<file path="src/rtl/mopshub_sched_pkg.sv">
`default_nettype none
// ============================================================================
// Module   : mopshub_sched_pkg
// Purpose  : Shared types and constants for the mopshub CAN bus scheduler.
// Revision : 1.0 - initial release
// ============================================================================
package mopshub_sched_pkg;

  // Scheduler FSM states
  typedef enum logic [1:0] {
    S_IDLE      = 2'd0,
    S_OFFER     = 2'd1,
    S_WAIT_DONE = 2'd2,
    S_RELEASE   = 2'd3
  } sched_state_t;

  // Default grant-to-done watchdog budget in clk cycles
  localparam logic [15:0] C_TIMEOUT_CYC_DEFAULT = 16'd4000;

  // Width of the per-bus grant statistics counters
  localparam int C_STAT_CNT_W = 16;

endpackage
`default_nettype wire

</file>
<file path="src/rtl/rr_priority_pick.sv">
`default_nettype none
// ============================================================================
// Module   : rr_priority_pick
// Purpose  : Combinational rotate-priority encoder. Returns the lowest set
//            request index at or after i_ptr, wrapping to the lowest set
//            index overall when nothing at/after i_ptr is requesting.
// Revision : 1.0 - initial release
// ============================================================================
module rr_priority_pick #(
  parameter int N_BUSES = 32,
  parameter int SEL_W   = $clog2(N_BUSES)
) (
  input  logic [N_BUSES-1:0] i_req,
  input  logic [SEL_W-1:0]   i_ptr,
  output logic [SEL_W-1:0]   o_idx,
  output logic               o_found
);

  logic             w_hit_hi;
  logic             w_hit_lo;
  logic [SEL_W-1:0] w_idx_hi;
  logic [SEL_W-1:0] w_idx_lo;

  // Descending scan: the last hit written is the lowest index in each class
  always_comb begin
    w_hit_hi = 1'b0;
    w_hit_lo = 1'b0;
    w_idx_hi = '0;
    w_idx_lo = '0;
    for (int k = N_BUSES - 1; k >= 0; k--) begin
      if (i_req[k]) begin
        w_hit_lo = 1'b1;
        w_idx_lo = SEL_W'(k);
        if (k >= int'(i_ptr)) begin
          w_hit_hi = 1'b1;
          w_idx_hi = SEL_W'(k);
        end
      end
    end
    o_found = w_hit_lo;
    o_idx   = w_hit_hi ? w_idx_hi : w_idx_lo;
  end

endmodule
`default_nettype wire

</file>
<file path="src/rtl/mopshub_bus_scheduler.sv">
`default_nettype none
// ============================================================================
// Module   : mopshub_bus_scheduler
// Purpose  : Round-robin scheduler serialising per-bus CAN receive interrupts
//            onto the single uplink path, with runtime masking, a grant
//            watchdog and sticky per-bus timeout flags.
// Options  : MOPSHUB_SCHED_STATS_EN adds per-bus saturating grant counters
//            readable through stat_sel / stat_cnt.
// Revision : 1.0 - initial release
// ============================================================================
module mopshub_bus_scheduler
  import mopshub_sched_pkg::*;
#(
  parameter int                   N_BUSES     = 32,
  parameter int                   SEL_W       = $clog2(N_BUSES),
  parameter int                   TIMEOUT_W   = 16,
  parameter logic [TIMEOUT_W-1:0] TIMEOUT_CYC = TIMEOUT_W'(C_TIMEOUT_CYC_DEFAULT)
) (
  input  logic                    clk,
  input  logic                    rst,
  input  logic [SEL_W-1:0]        n_buses,
  input  logic [N_BUSES-1:0]      bus_mask,
  input  logic [N_BUSES-1:0]      irq_can_rec,
  output logic [SEL_W-1:0]        can_rec_select,
  output logic                    rec_valid,
  input  logic                    rec_ready,
  input  logic                    rec_done,
  output logic                    busy,
  output logic                    timeout_pulse,
  output logic [N_BUSES-1:0]      err_bus,
  input  logic                    err_clr
`ifdef MOPSHUB_SCHED_STATS_EN
  ,
  input  logic [SEL_W-1:0]        stat_sel,
  output logic [C_STAT_CNT_W-1:0] stat_cnt
`endif
);

  localparam logic [TIMEOUT_W-1:0] c_wdog_last = TIMEOUT_CYC - TIMEOUT_W'(1);

  sched_state_t           r_state;
  sched_state_t           w_state_nxt;
  logic [SEL_W-1:0]       r_sel;
  logic [SEL_W-1:0]       r_ptr;
  logic [TIMEOUT_W-1:0]   r_wdog;
  logic                   r_timeout;
  logic [N_BUSES-1:0]     r_err;

  logic [N_BUSES-1:0]     w_in_range;
  logic [N_BUSES-1:0]     w_elig;
  logic [SEL_W-1:0]       w_ptr_eff;
  logic [SEL_W-1:0]       w_ptr_rel;
  logic [SEL_W-1:0]       w_pick_idx;
  logic                   w_pick_found;
  logic                   w_load_sel;
  logic                   w_timeout;
  logic [N_BUSES-1:0]     w_err_set;

  genvar gi;
  for (gi = 0; gi < N_BUSES; gi++) begin : g_elig
    assign w_in_range[gi] = (int'(n_buses) >= gi);
  end

  assign w_elig = irq_can_rec & ~bus_mask & ~r_err & w_in_range;

  // A pointer left beyond a shrunken n_buses restarts the search at bus 0
  assign w_ptr_eff = (r_ptr > n_buses) ? '0 : r_ptr;

  // Next search start after a grant, wrapping past the top enabled bus
  assign w_ptr_rel = ((int'(r_sel) >= int'(n_buses)) || (int'(r_sel) >= N_BUSES - 1))
                     ? '0 : r_sel + SEL_W'(1);

  rr_priority_pick #(
    .N_BUSES (N_BUSES),
    .SEL_W   (SEL_W)
  ) u_pick (
    .i_req   (w_elig),
    .i_ptr   (w_ptr_eff),
    .o_idx   (w_pick_idx),
    .o_found (w_pick_found)
  );

  // Next-state and control decode; a transfer beats a same-cycle mask abort
  always_comb begin
    w_state_nxt = r_state;
    w_load_sel  = 1'b0;
    w_timeout   = 1'b0;
    unique case (r_state)
      S_IDLE: begin
        if (w_pick_found) begin
          w_state_nxt = S_OFFER;
          w_load_sel  = 1'b1;
        end
      end
      S_OFFER: begin
        if (rec_ready)           w_state_nxt = S_WAIT_DONE;
        else if (bus_mask[r_sel]) w_state_nxt = S_IDLE;
      end
      S_WAIT_DONE: begin
        if (rec_done) begin
          w_state_nxt = S_RELEASE;
        end else if (r_wdog == c_wdog_last) begin
          w_state_nxt = S_RELEASE;
          w_timeout   = 1'b1;
        end
      end
      S_RELEASE: w_state_nxt = S_IDLE;
      default:   w_state_nxt = S_IDLE;
    endcase
  end

  assign w_err_set = w_timeout ? ({{(N_BUSES-1){1'b0}}, 1'b1} << r_sel) : '0;

  // State register
  always_ff @(posedge clk or negedge rst) begin
    if (!rst) r_state <= S_IDLE;
    else      r_state <= w_state_nxt;
  end

  // Granted bus index, captured on the IDLE pick
  always_ff @(posedge clk or negedge rst) begin
    if (!rst)            r_sel <= '0;
    else if (w_load_sel) r_sel <= w_pick_idx;
  end

  // Round-robin pointer advances only once a transfer is finished
  always_ff @(posedge clk or negedge rst) begin
    if (!rst)                       r_ptr <= '0;
    else if (r_state == S_RELEASE) r_ptr <= w_ptr_rel;
  end

  // Watchdog counts WAIT_DONE cycles and is held at zero elsewhere
  always_ff @(posedge clk or negedge rst) begin
    if (!rst)                         r_wdog <= '0;
    else if (r_state == S_WAIT_DONE) r_wdog <= r_wdog + TIMEOUT_W'(1);
    else                              r_wdog <= '0;
  end

  // One-cycle expiry pulse and sticky error flags; a new error beats a clear
  always_ff @(posedge clk or negedge rst) begin
    if (!rst) begin
      r_timeout <= 1'b0;
      r_err     <= '0;
    end else begin
      r_timeout <= w_timeout;
      r_err     <= (err_clr ? '0 : r_err) | w_err_set;
    end
  end

  assign can_rec_select = r_sel;
  assign rec_valid      = (r_state == S_OFFER);
  assign busy           = (r_state != S_IDLE);
  assign timeout_pulse  = r_timeout;
  assign err_bus        = r_err;

`ifdef MOPSHUB_SCHED_STATS_EN
  logic [C_STAT_CNT_W-1:0] r_cnt [N_BUSES];
  logic [C_STAT_CNT_W-1:0] r_stat_cnt;
  logic                    w_xfer;

  assign w_xfer = (r_state == S_OFFER) && rec_ready;

  // Per-bus saturating grant counters, cleared together with the error flags
  always_ff @(posedge clk or negedge rst) begin
    if (!rst) begin
      for (int i = 0; i < N_BUSES; i++) r_cnt[i] <= '0;
    end else if (err_clr) begin
      for (int i = 0; i < N_BUSES; i++) r_cnt[i] <= '0;
    end else if (w_xfer && (r_cnt[r_sel] != '1)) begin
      r_cnt[r_sel] <= r_cnt[r_sel] + C_STAT_CNT_W'(1);
    end
  end

  // Registered counter readout, one clock behind stat_sel
  always_ff @(posedge clk or negedge rst) begin
    if (!rst)                           r_stat_cnt <= '0;
    else if (int'(stat_sel) < N_BUSES) r_stat_cnt <= r_cnt[stat_sel];
    else                                r_stat_cnt <= '0;
  end

  assign stat_cnt = r_stat_cnt;
`endif

endmodule
`default_nettype wire
</file>
<file path="config.mk">
export PLATFORM = sky130hd
export DESIGN_NAME = mopshub_bus_scheduler
export DESIGN_NICKNAME = d
export VERILOG_FILES = /design/src/rtl/mopshub_sched_pkg.sv /design/src/rtl/rr_priority_pick.sv /design/src/rtl/mopshub_bus_scheduler.sv
export SDC_FILE = /design/constraint.sdc
export NUM_CORES = 1
export LEC_CHECK = 0
export BUFFER_PORTS_ARGS = -buffer_cell sky130_fd_sc_hd__buf_2
export CAP_MARGIN = 20
export CORE_ASPECT_RATIO = 1.2
export CORE_MARGIN = 5
export CORE_UTILIZATION = 51
export DETAILED_ROUTE_END_ITERATION = 8
export PLACE_DENSITY = 0.77
export RECOVER_POWER = 50
export SLEW_MARGIN = 20
export SYNTH_ARGS = -nofsm -noshare
export SYNTH_HDL_FRONTEND = slang
export SYNTH_SLANG_ARGS = --single-unit
</file>
<file path="constraint.sdc">
create_clock -name clk -period 2.91 [get_ports clk]
set_input_delay 0 -clock clk [delete_from_list [all_inputs] [get_ports clk]]
set_output_delay 0 -clock clk [all_outputs]
set_load 0.05 [all_outputs]
</file>
==> summary.txt <==
Finish
  • Sequential cell area: 1526 um2
  • Final Cell Area: 6683 um2
  • Area Growth Syn to Fin: 25.91%
  • Nets: 914
  • Ant. Diodes: 0
  • Multi-input logic area: 3451 um2
  • Share of cells above drive strength 1: 23.58%
  • Final Util: 66.10%
  • Fill count: 912

Clock tree
  • Root Driver: clkbuf_16
  • Sink Count: 61
  • Clock slew at reported path FFs: 0.06 ns
  • CTS Buffer Depth: 2
  • TritonCTS Buffers: 9
  • H-tree depth: 3
  • CTS tree: yes
  • Worst skew pair latency: 0.33 ns

Drt
  • DR DRC count: 0
  • DR iter-0 viols: 637
  • Routed via count: 6328
  • Vias/cell: 6.640
  • Detail Route Antenna Nets: 0
  • Routed WL per cell: 22.99 um
  • Drt first pass iters: 7
  • WL final: 21.91 mm

Hold path
  • Worst hold path class: input port to flip-flop

Die
  • Die Height: 121.8 um
  • Core area: 10110 um2
  • Die Span X: 103.1 um
  • Full die area: 12560 um2
  • I/O pins: 114
  • Initial core utilization: 52.50%
  • Cell row count: 40

Global routing
  • Met2 Track Usage GR: 56.38%
  • Gr busiest metal: met2
  • Grt met1 use: 46.67%
  • Largest net degree at the start of global routing: 36
  • Grt ovf: 0
  • Global-route wire length before repair: 33.98 mm
  • Routing usage on met3: 7.216%
  • Initial antenna violation count: 0
  • Vias in the first global route: 6219
  • GRT Total Usage: 35.78%

Logic synthesis
  • Post-Synth Adder-Cell Area: 4.243%
  • Ranking of synthesized cells by area: dfrtp_1, nand2_1, nor2_1, a21oi_1, ha_1
  • Area leader, netlist: dfrtp_1
  • Synth warn: 0
  • Synth Area in Simple Gates: 23.95%
  • Netlist Area Pre-Place: 5308 um2
  • Largest family of logic cells by synthesized area: compound AO/OA/AOI/OAI gates
  • Synth Area in XOR/XNOR: 1.980%
  • Syn_nets: 758
  • Top-area cell type share of the netlist area: 28.76%
  • Synth Area in Compound Gates: 29.59%
  • Fraction of registers with async set/reset: 100.0%
  • Number of synthesized flops with an enable pin: 0
  • Seq cells post-synth: 61
  • Multiplexer area fraction after synthesis: 4.432%
  • Syn Inst Count: 666
  • Most common flop cell mapped by yosys: dfrtp_1
  • Sequential share of the synthesized area: 28.76%
  • Avg Cell Area, Syn: 7.969 um2
  • Synth unique cells: 82

STA
  • Final Hold Fails: 0
  • Fmax: 356.1 MHz
  • Clk_skew: 0.006613 ns
  • Final period util: 96.51%
  • Sum Neg Setup Slack: 0 ns
  • Worst-margin pin slew: 1.902 ns
  • Setup violators final: 0
  • Final Max Slew Viols: 36
  • Worst-case hold slack: 0.07365 ns
  • Relative slew slack: -26.83%
  • Period minus WS final: 2.808 ns

Setup path
  • Crit path DAT: 3.07 ns
  • CP required: 3.17 ns
  • Max Fanout on Critical Path: 5
  • Crit path largest cell delay: 0.39 ns
  • Setup crit start kind: flip-flop
  • Worst path slowest cell: dfrtp_1
  • Nature of the critical path endpoint: flip-flop
  • Worst Path Buf+Inv: 4
  • Delay-heaviest family, CP: compound AO/OA/AOI/OAI gates
  • Worst-path cell chain: ha_1, nand2_2, nor3_2, buf_4, a21oi_4, buf_4, a21o_1, a221oi_1, buf_4, nand4b_1, buf_4, nor2_2, a22oi_1, o21ai_1
  • CP dominant cell by count: buf_4
  • Setup CP Type: flip-flop to flip-flop

Run status
  • Failing checks: capacitance limit, slew limit
  • Status: finished, violations left

Power
  • Seq pwr share: 22.7%
  • Pwr Density: 741.5 nW/um2
  • Comb pwr share: 52.3%
  • Psw: 2.207 mW
  • Clock power share: 25.0%
  • Int Pwr: 2.748 mW
  • Net Sw Frac: 44.54%
  • Tot Pwr: 4.955 mW
  • Peak VDD IR: 424.6 uV
  • Pleak: 3.006 nW

Placed design
  • GP Congestion: 1.094
  • Port Buf Inserts: 113
  • HPWL after DPL: 17.47 mm
  • DP Area: 6291 um2

Job
  • # Max-Cap Violations: 1
## power by group through the flow
stage	Clock (mW)	Sequential [mW]	Combinational, mW
final	1.24	1.13	2.59
after CTS	1.24	1.12	2.48
after detailed placement	0	1.13	2.46
after global routing	1.30	1.13	2.77
after global placement	0	1.12	2.46
after floorplan	0	1.15	1.52
## worst register-to-register path, delay by kind of cell, from the launching register on
family	cells	cell delay, ns
adder cells (fa/ha/maj)	1	0.34
buffers and inverters	4	0.67
AO/OA/AOI/OAI	5	0.77
AND/OR/NAND/NOR	4	0.55
flip-flops	1	0.39
## synthesized netlist by cell type, types with 6 or more instances
library cell	count
and2_1	9
a21oi_1	46
nand2b_1	6
nor3b_1	6
xor2_1	10
o211ai_1	9
clkbuf_1	18
nor3_1	14
nand2_1	67
nand4_1	11
o21ai_0	41
ha_1	18
inv_1	58
o311ai_0	6
o22ai_1	33
o21a_1	7
or3_1	7
o31ai_1	8
mux4_2	10
nor2_1	64
dfrtp_1	61
a21o_1	10
and3_1	8
nand3_1	18
## path summary, 6_finish.rpt
path                                 startpoint                            end  slack (ns)  depth (start not counted)
max                        r_ptr[4]$_DFFE_PN0N_  can_rec_select[3]$_DFFE_PN0P_        0.10                         14
min                                    rec_done        timeout_pulse$_DFF_PN0_        0.07                          3
max reg2reg                r_ptr[4]$_DFFE_PN0N_  can_rec_select[3]$_DFFE_PN0P_        0.10                         14
min reg2reg                 r_wdog[0]$_DFF_PN0_            r_wdog[0]$_DFF_PN0_        0.48                          1
max in group asynchronous                   rst  can_rec_select[3]$_DFFE_PN0P_        0.75                          3
min in group asynchronous                   rst          err_bus[23]$_DFF_PN0_        0.74                          2
## cells in the final DEF (no fill, tap or decap), drive strengths merged, types with 3 or more instances in the layout
master,count
o211ai,12
nor2,67
a21o,10
o2111ai,4
bufinv,3
nand3b,4
nor3,15
nor4,5
o311ai,6
or4,3
o21ai,46
nand3,18
a31oi,5
nand2,67
nand2b,7
and2,11
xor2,10
o31ai,9
clkbuf,46
nor4bb,3
nor3b,6
o22ai,33
o21a,7
a21oi,47
a211oi,5
o211a,5
inv,59
a221oi,3
a21boi,3
buf,137
or3,8
and3,8
nor2b,5
a2111oi,5
nand4,12
dfrtp,61
mux4,10
ha,18
## repair_timing
| item | CTS | global route |
|---|---|---|
| buffers inserted | 0 | 5 |
| pin swaps | 0 | 8 |
| gates resized for setup | 1 | 13 |
| hold buffers | 2 | 0 |
| hold endpoints to repair | 35 | 0 |
| setup endpoints to repair | 3 | 5 |
## per-stage QoR
stage                     setup slack, ns  instances
final                              0.1015        953
after global routing             -0.01900        953
after CTS                         0.02571        948
after detailed placement         -0.07323        930
after global placement           -0.04381        930
after floorplan                   0.01677        666
## routing by layer
layer	vias up	routed length [um]	part of all wire (%)
li1	2783	-	-
met1	2974	8232	38
met2	470	10170	46
met3	101	2230	10
met4	0	1282	5.9
met5	-	0	0
## cells by family (layout without fill, tap and decap cells)
family / count (synthesis) / in the layout
simple gates: 248 / 248
compound gates: 227 / 227
buf+inv: 89 / 250
flops: 61 / 61
fa+ha+maj: 18 / 18
xor+xnor: 12 / 12
mux: 11 / 11
## flip-flops by register name (all words and copies together), names as in the netlist, named ones only
name and count:
err_bus 32, r_ptr 5, r_wdog 16, timeout_pulse 1, r_state 1, can_rec_select 5
## layout make-up
type,instances,share of cell area (%)
clock buffer,10,3.426
tap,126,2.359
clock inverter,6,1.666
sequential,61,22.84
multi-input combinational,516,51.64
timing repair buffer,175,14.75
inverter,59,3.314
Power figures use the tool's default switching activity.
